--- src/rtl/bcd_display_scan.sv ---
// bcd_display_scan: frame-synchronous 3-digit common-anode 7-segment scanner with blanking gaps
// Optional leading-zero blanking is enabled by defining BCD_LZB_EN.
module bcd_display_scan #(
    parameter int REFRESH_DIV  = 50000,
    parameter int BLANK_CYCLES = 4
) (
    input  logic       clk,
    input  logic       rst_n,
    input  logic [3:0] unidades,
    input  logic [3:0] decenas,
    input  logic [3:0] centenas,
    input  logic       actualizar,
    output logic [2:0] an,
    output logic [6:0] seg,
    output logic       frame_start
);
    localparam int MAXC = (REFRESH_DIV > BLANK_CYCLES) ? REFRESH_DIV : BLANK_CYCLES;
    localparam int CW = (MAXC > 1) ? $clog2(MAXC) : 1;
    localparam logic [CW-1:0] R_LAST = CW'(REFRESH_DIV - 1);
    localparam logic [CW-1:0] B_LAST = CW'((BLANK_CYCLES > 0) ? BLANK_CYCLES - 1 : 0);

    typedef enum logic {SHOW, GAP} state_t;

    state_t      st;
    logic [1:0]  idx;
    logic [CW-1:0] cnt;
    logic [11:0] shadow, disp;
    logic        show_end, to_gap, to_next, boundary, blank, lit;
    logic [1:0]  idx_nx;
    logic [3:0]  nib;
    logic [11:0] live;

    function automatic logic [6:0] decode(input logic [3:0] v);
        case (v)
            4'd0: decode = 7'h40;
            4'd1: decode = 7'h79;
            4'd2: decode = 7'h24;
            4'd3: decode = 7'h30;
            4'd4: decode = 7'h19;
            4'd5: decode = 7'h12;
            4'd6: decode = 7'h02;
            4'd7: decode = 7'h78;
            4'd8: decode = 7'h00;
            4'd9: decode = 7'h10;
            default: decode = 7'h3F;
        endcase
    endfunction

    // Slot sequencing and the current digit's lit/blank decision
    always_comb begin
        live     = {centenas, decenas, unidades};
        show_end = (st == SHOW) && (cnt == R_LAST);
        to_gap   = show_end && (BLANK_CYCLES != 0);
        to_next  = ((st == GAP) && (cnt == B_LAST)) || (show_end && (BLANK_CYCLES == 0));
        idx_nx   = (idx == 2'd2) ? 2'd0 : idx + 2'd1;
        boundary = to_next && (idx == 2'd2);
        nib      = (idx == 2'd0) ? disp[3:0] : (idx == 2'd1) ? disp[7:4] : disp[11:8];
`ifdef BCD_LZB_EN
        blank    = ((idx == 2'd2) && (disp[11:8] == 4'd0)) || ((idx == 2'd1) && (disp[11:4] == 8'd0));
`else
        blank    = 1'b0;
`endif
        lit      = (st == SHOW) && !blank;
    end

    // Scan FSM, digit registers and registered display outputs
    always_ff @(posedge clk or negedge rst_n) begin
        if (!rst_n) begin
            st          <= SHOW;
            idx         <= 2'd0;
            cnt         <= '0;
            shadow      <= '0;
            disp        <= '0;
            an          <= 3'b111;
            seg         <= 7'h7F;
            frame_start <= 1'b0;
        end else begin
            if (to_gap) begin
                st  <= GAP;
                cnt <= '0;
            end else if (to_next) begin
                st  <= SHOW;
                idx <= idx_nx;
                cnt <= '0;
            end else begin
                cnt <= cnt + CW'(1);
            end
            if (actualizar) shadow <= live;
            if (boundary) disp <= actualizar ? live : shadow;
            an          <= lit ? ~(3'b001 << idx) : 3'b111;
            seg         <= lit ? decode(nib) : 7'h7F;
            frame_start <= (st == SHOW) && (idx == 2'd0) && (cnt == '0);
        end
    end
endmodule

--- config.mk ---
export PLATFORM = sky130hd
export DESIGN_NAME = bcd_display_scan
export DESIGN_NICKNAME = d
export VERILOG_FILES = /design/src/rtl/bcd_display_scan.sv
export SDC_FILE = /design/constraint.sdc
export NUM_CORES = 1
export LEC_CHECK = 0
export CAP_MARGIN = 20
export CORE_MARGIN = 8
export CORE_UTILIZATION = 50
export DETAILED_ROUTE_END_ITERATION = 7
export PLACE_DENSITY = 0.75
export SYNTH_ARGS = -nofsm -noshare
export SYNTH_HDL_FRONTEND = slang
export SYNTH_SLANG_ARGS = --single-unit
--- constraint.sdc ---
create_clock -name clk -period 2 [get_ports clk]
set_input_delay 0.3 -clock clk [delete_from_list [all_inputs] [get_ports clk]]
set_output_delay 0.3 -clock clk [all_outputs]
set_load 0.02 [all_outputs]
-- Word level (Yosys, flattened, before mapping)
Memories as Yosys holds them, arrays and structs flattened.
Index checks and enable logic that the tools add are counted.
- bits in registers: 54
- logic and storage cells: 38
- memories: 1
- output and inout port bits: 11
- memory bits (read-only): 112
- bits of input ports: 15
- memories (name ; words ; bits a word ; read ports ; clocked after memory_dff ; write ports ; line ; RTL):
    (name not given) ; 16 ; 7 ; 1 ; 0 ; 0 ; 34 ; case (v)
- equality and inequality tests: 4
- shift operators: 1
- bitwise gates (word level): 3
- reduce and logical (&&, ||, !) cells: 9
- muxes and demuxes: 10
- add/sub/neg operators: 2
- operators with widths (operator ; number):
    $mux 16 ; 2
    $add 16x1->16 const B ; 1
    $eq 16x16->1 const B ; 1
    $eq 16x2->1 const B ; 1
    $logic_not 16->1 ; 1
    $mux 12 ; 1
    $mux 4 ; 2
    $mux 7 ; 1
    $logic_and 1x1->1 ; 5
    $mux 3 ; 1
    $not 3->3 ; 1
    $shl 1x2->3 const A ; 1
    $add 2x1->2 const B ; 1
    $eq 2x1->1 const B ; 1
    $eq 2x2->1 const B ; 1
    $logic_not 2->1 ; 1
    $mux 1 ; 2
    $mux 2 ; 1
    $not 1->1 ; 2
    $reduce_and 2->1 ; 1
    $reduce_bool 2->1 ; 1

-- Logic depth before layout (Yosys ltp)
Gate-level depths: netlist (run 1).
An unclocked memory read counts as a cell.
- depth after elaboration: 5
- gate-level depth with buffers: 8
- mapped depth without buffers: 7

-- Worst setup path before layout (run 1)
OpenSTA, ideal clock, no wires.
- path kind: register to register
- start: register idx[0]
- end: register seg[5]
- stages on the path, launching flop included: 8
- setup slack: 0.016 ns
- period minus slack after synthesis: 1.984 ns
- setup time: 0.077 ns
- arrival time: 1.907 ns
- buffers on the path: 1
- cell sequence: dfrtp_1 buf_2 mux2_2 mux2i_1 inv_1 ha_1 or3_1 a21o_1
- word-level cells in the longest chain between the ends: 5
- elaborated cells on any way between the ends: 6
- classes of those cells: eq/ne: 1; mux: 3; reduce/logical: 1; memory: 1
- RTL lines (item ; line ; RTL):
    start, declared ; 25 ; logic [1:0] idx;
    start signal, assigned ; 83 ; idx <= idx_nx;
    $eq 2x1->1 ; 57 ; nib = (idx == 2'd0) ? disp[3:0] : (idx == 2'd1) ? disp[7:4] : disp[11:8];
    $mux 4 ; 57 ;
    $mux 4 (*) ; 57 ;
    $mem_v2 16x7 (*) ; n/a ;
    $mux 7 (*) ; 91 ; seg <= lit ? decode(nib) : 7'h7F;
    end signal, assigned ; 91 ;
    end, declared ; 14 ; output logic [6:0] seg,
Mark *: on every way between the ends. The rest lies on a longest branch, timed or not.
A chain may end at the register's enable or synchronous reset.

-- Final worst setup path (run 1)
Ends and elaborated chain as after synthesis.

==> results of run 1 <==
==> path summary, 6_finish.rpt <==
check / to / slack (ns) / cells after the start
max in group asynchronous: an[0] / 0.88 / 3
min: shadow[4] / 0.50 / 2
max reg2reg: seg[5] / 0.10 / 6
min in group clk: shadow[4] / 0.51 / 1
min reg2reg: shadow[4] / 0.51 / 1
max: seg[5] / 0.10 / 6
==> registers in the layout, summed over array words and instances (netlist names) <==
name,count
disp,12
seg,7
an,3
st,1
idx,2
cnt,16
frame_start,1
shadow,12
==> routing by layer <==
layer	vias to the layer above	track usage	share of wire
li1	753	-	-
met1	786	0.159	0.48
met2	27	0.196	0.46
met3	6	0.0181	0.042
met4	0	0.0637	0.016
met5	-	0	0
==> power breakdown <==
part | internal, W | switching, W | total, W
clock | 0.000501 | 0.000341 | 0.000842
combinational | 0.000108 | 0.0000880 | 0.000196
sequential | 0.00115 | 0.0000165 | 0.00117
==> area by class of cell <==
type	instances	area, um2
Fill cell	359	1710
Sequential cell	54	1360
Multi-Input combinational cell	124	1030
Timing Repair Buffer	37	363
Tap cell	67	83.8
Clock buffer	5	68.8
Clock inverter	3	68.8
Inverter	8	30.0
==> metrics by stage <==
| step | setup slack (ns) | area (um2) | util | hold slack (ns) |
|---|---|---|---|---|
| finish | 0.104 | 3010 | 0.638 | 0.498 |
| global route | 0.00355 | 3010 | 0.638 | 0.527 |
| CTS | 0.0841 | 2990 | 0.633 | 0.502 |
| detailed placement | 0.0995 | 2840 | 0.602 | 0.299 |
| global placement | 0.121 | 2840 | 0.602 | 0.304 |
| floorplan | 0.0159 | 2460 | - | 0.00441 |
==> Yosys cell counts, types with 2 or more instances <==
| library cell | n |
|---|---|
| dfrtp_1 | 44 |
| mux2_2 | 17 |
| nor3_1 | 11 |
| dfstp_2 | 10 |
| mux2_4 | 10 |
| nand2_1 | 9 |
| nor2_1 | 9 |
| inv_1 | 8 |
| xnor2_1 | 8 |
| nand3_1 | 7 |
| xor2_1 | 6 |
| mux2i_1 | 5 |
| a21o_1 | 4 |
| nand4_1 | 4 |
| nor4_1 | 4 |
| buf_2 | 3 |
| ha_1 | 3 |
| o21bai_1 | 3 |
| and3_1 | 2 |
| and4_1 | 2 |
| o211ai_1 | 2 |
==> worst reg2reg max path: stages, from the launching register on <==
cell     delay, ns
dfrtp_1       0.47
mux2_2        0.36
mux2i_1       0.19
inv_1         0.07
ha_1          0.19
or3_1         0.36
a21o_1        0.18
==> cells in the final DEF, fill, tap and decap left out, types with 2 or more instances in the layout <==
cell type         n
a21o_1            4
and3_1            2
and4_1            2
buf_12            2
buf_4             9
bufinv_16         2
clkbuf_8          5
clkdlybuf4s50_1  24
dfrtp_1          44
dfstp_2          10
ha_1              3
inv_1             8
mux2_2           17
mux2_4           10
mux2i_1           5
nand2_1           9
nand3_1           7
nand4_1           4
nor2_1            9
nor3_1           11
nor4_1            4
o211ai_1          2
o21bai_1          3
xnor2_1           8
xor2_1            6
==> kinds of logic after synthesis <==
kind of cell / after synthesis / share of synthesized area
AOI/OAI and AO/OA: 16 / 0.0468
xor gates and xnor gates: 14 / 0.0498
adders and majority gates: 3 / 0.0153
buffers and inverters: 14 / 0.0259
DFF: 54 / 0.554
muxes: 33 / 0.165
and+or+nand+nor: 58 / 0.143
==> what timing repair did <==
item	CTS	global route
endpoints found under the setup margin	0	3
setup buffers	0	1
hold endpoints to repair	21	0
hold buffers	1	0
==> results.sh, run 1 <==
export IMPL_antenna_found_initial=0
export IMPL_async_flop_share=1.00
export IMPL_critPathSlowestCell="dfrtp_1"
export IMPL_dr_pass1_iters=4
export IMPL_cts_sinks=54
export IMPL_die_w_um=86.2
export IMPL_cts_max_level=2
export IMPL_leakagePower_nw=1.39
export IMPL_finalSetupTns_ns=0
export IMPL_p_per_area_nw_per_um2=732
export IMPL_grtUsageTotal=0.124
export IMPL_wl_per_cell_um=14.6
export IMPL_clock_fmax_ghz=0.527
export IMPL_crit_start="idx[0]"
export IMPL_portBuffers=25
export IMPL_syn_inst=192
export IMPL_synth_top_area_frac=0.447
export IMPL_max_stage_delay_ns=0.47
export IMPL_worst_r2r_startpoint="idx[0]"
export IMPL_hpwlAfterDp_mm=3.11
export IMPL_maxSlewHeadroom=0.560
export IMPL_drt_iter0_drc=125
export IMPL_hold_violations=0
export IMPL_ys_ff_latch=54
export IMPL_path_class="reg -> reg"
export IMPL_vias=1572
export IMPL_ir_worst_vdd_mv=0.325
export IMPL_rsz0062_at_grt="no"
export IMPL_ctsRootBufferMaster="clkbuf_8"
export IMPL_cap_violations=0
export IMPL_finalPower_w=0.00220
export IMPL_routed_wl_mm=4.36
export IMPL_drc=0
export IMPL_grt_pass1_wl_mm=7.27
export IMPL_ys_types=42
export IMPL_via_per_inst=5.28
export IMPL_clockBufferDepth=2
export IMPL_clk_pin_slew_ns=0.10
export IMPL_min_period_over_period=0.948
export IMPL_drive_gt1_frac=0.277
export IMPL_place_congestion=0.822
export IMPL_synth_area_leaders="dfrtp_1 45%, dfstp_2 11%, mux2_2 7.8%"
export IMPL_finalNonFillerCells=298
export IMPL_crit_path_cell_trace="mux2_2, mux2i_1, inv_1, ha_1, or3_1, a21o_1"
export IMPL_io_pins=26
export IMPL_synth_top_cell_by_area="dfrtp_1"
export IMPL_status="complete, no violations"
export IMPL_start_util=0.521
export IMPL_finalSetupViolCount=0
export IMPL_slew_violations=0
export IMPL_crit_path_end_kind="register"
export IMPL_grt_ovfl_total=0
export IMPL_syn_cell_area_um2=2460
export IMPL_die_height_um=86.2
export IMPL_fin_crit_ns=1.90
export IMPL_critPathRequiredTime_ns=2.24
export IMPL_cts_buffers=5
export IMPL_placedCellCount=288
export IMPL_cts_resized=0
export IMPL_worstSetupStartpointType="register"
export IMPL_syn_area_per_cell_um2=12.8
export IMPL_synth_fp_nets=210
export IMPL_nets=248
export IMPL_worstMarginPinSlew_ns=0.656
export IMPL_die_area_um2=7420
export IMPL_synth_edf_count=0
export IMPL_core_area_um2=4720
export IMPL_cp_num_buf_inv=1
export IMPL_path_delay_family="multiplexers"
export IMPL_grt_max_degree=34
export IMPL_ant_nets=0
export IMPL_arrival_ns=2.14
export IMPL_grt_pass1_vias=1553
export IMPL_ys_seq_area_frac=0.554
export IMPL_synth_ff_type="dfrtp_1"
export IMPL_clkLatencyLatePin_ns=0.31
export IMPL_diodes=0
export IMPL_crit_path_max_fanout=5
export IMPL_cts_tree="done"
export IMPL_std_cell_rows=25
export IMPL_yosys_warnings=0
export IMPL_min_path_type="in -> async"
export IMPL_syn_to_final_growth_pct=22.4
export IMPL_finClkSkew_ns=0.0105
Note: power is estimated with default switching activity, not from simulation.
==> run 2: changes to the inputs <==
Settings changed: CTS_CLUSTER_DIAMETER set to 60.
==> results of run 2 <==
Same layout as run 1: the final DEF is identical, and so are final timing and power.
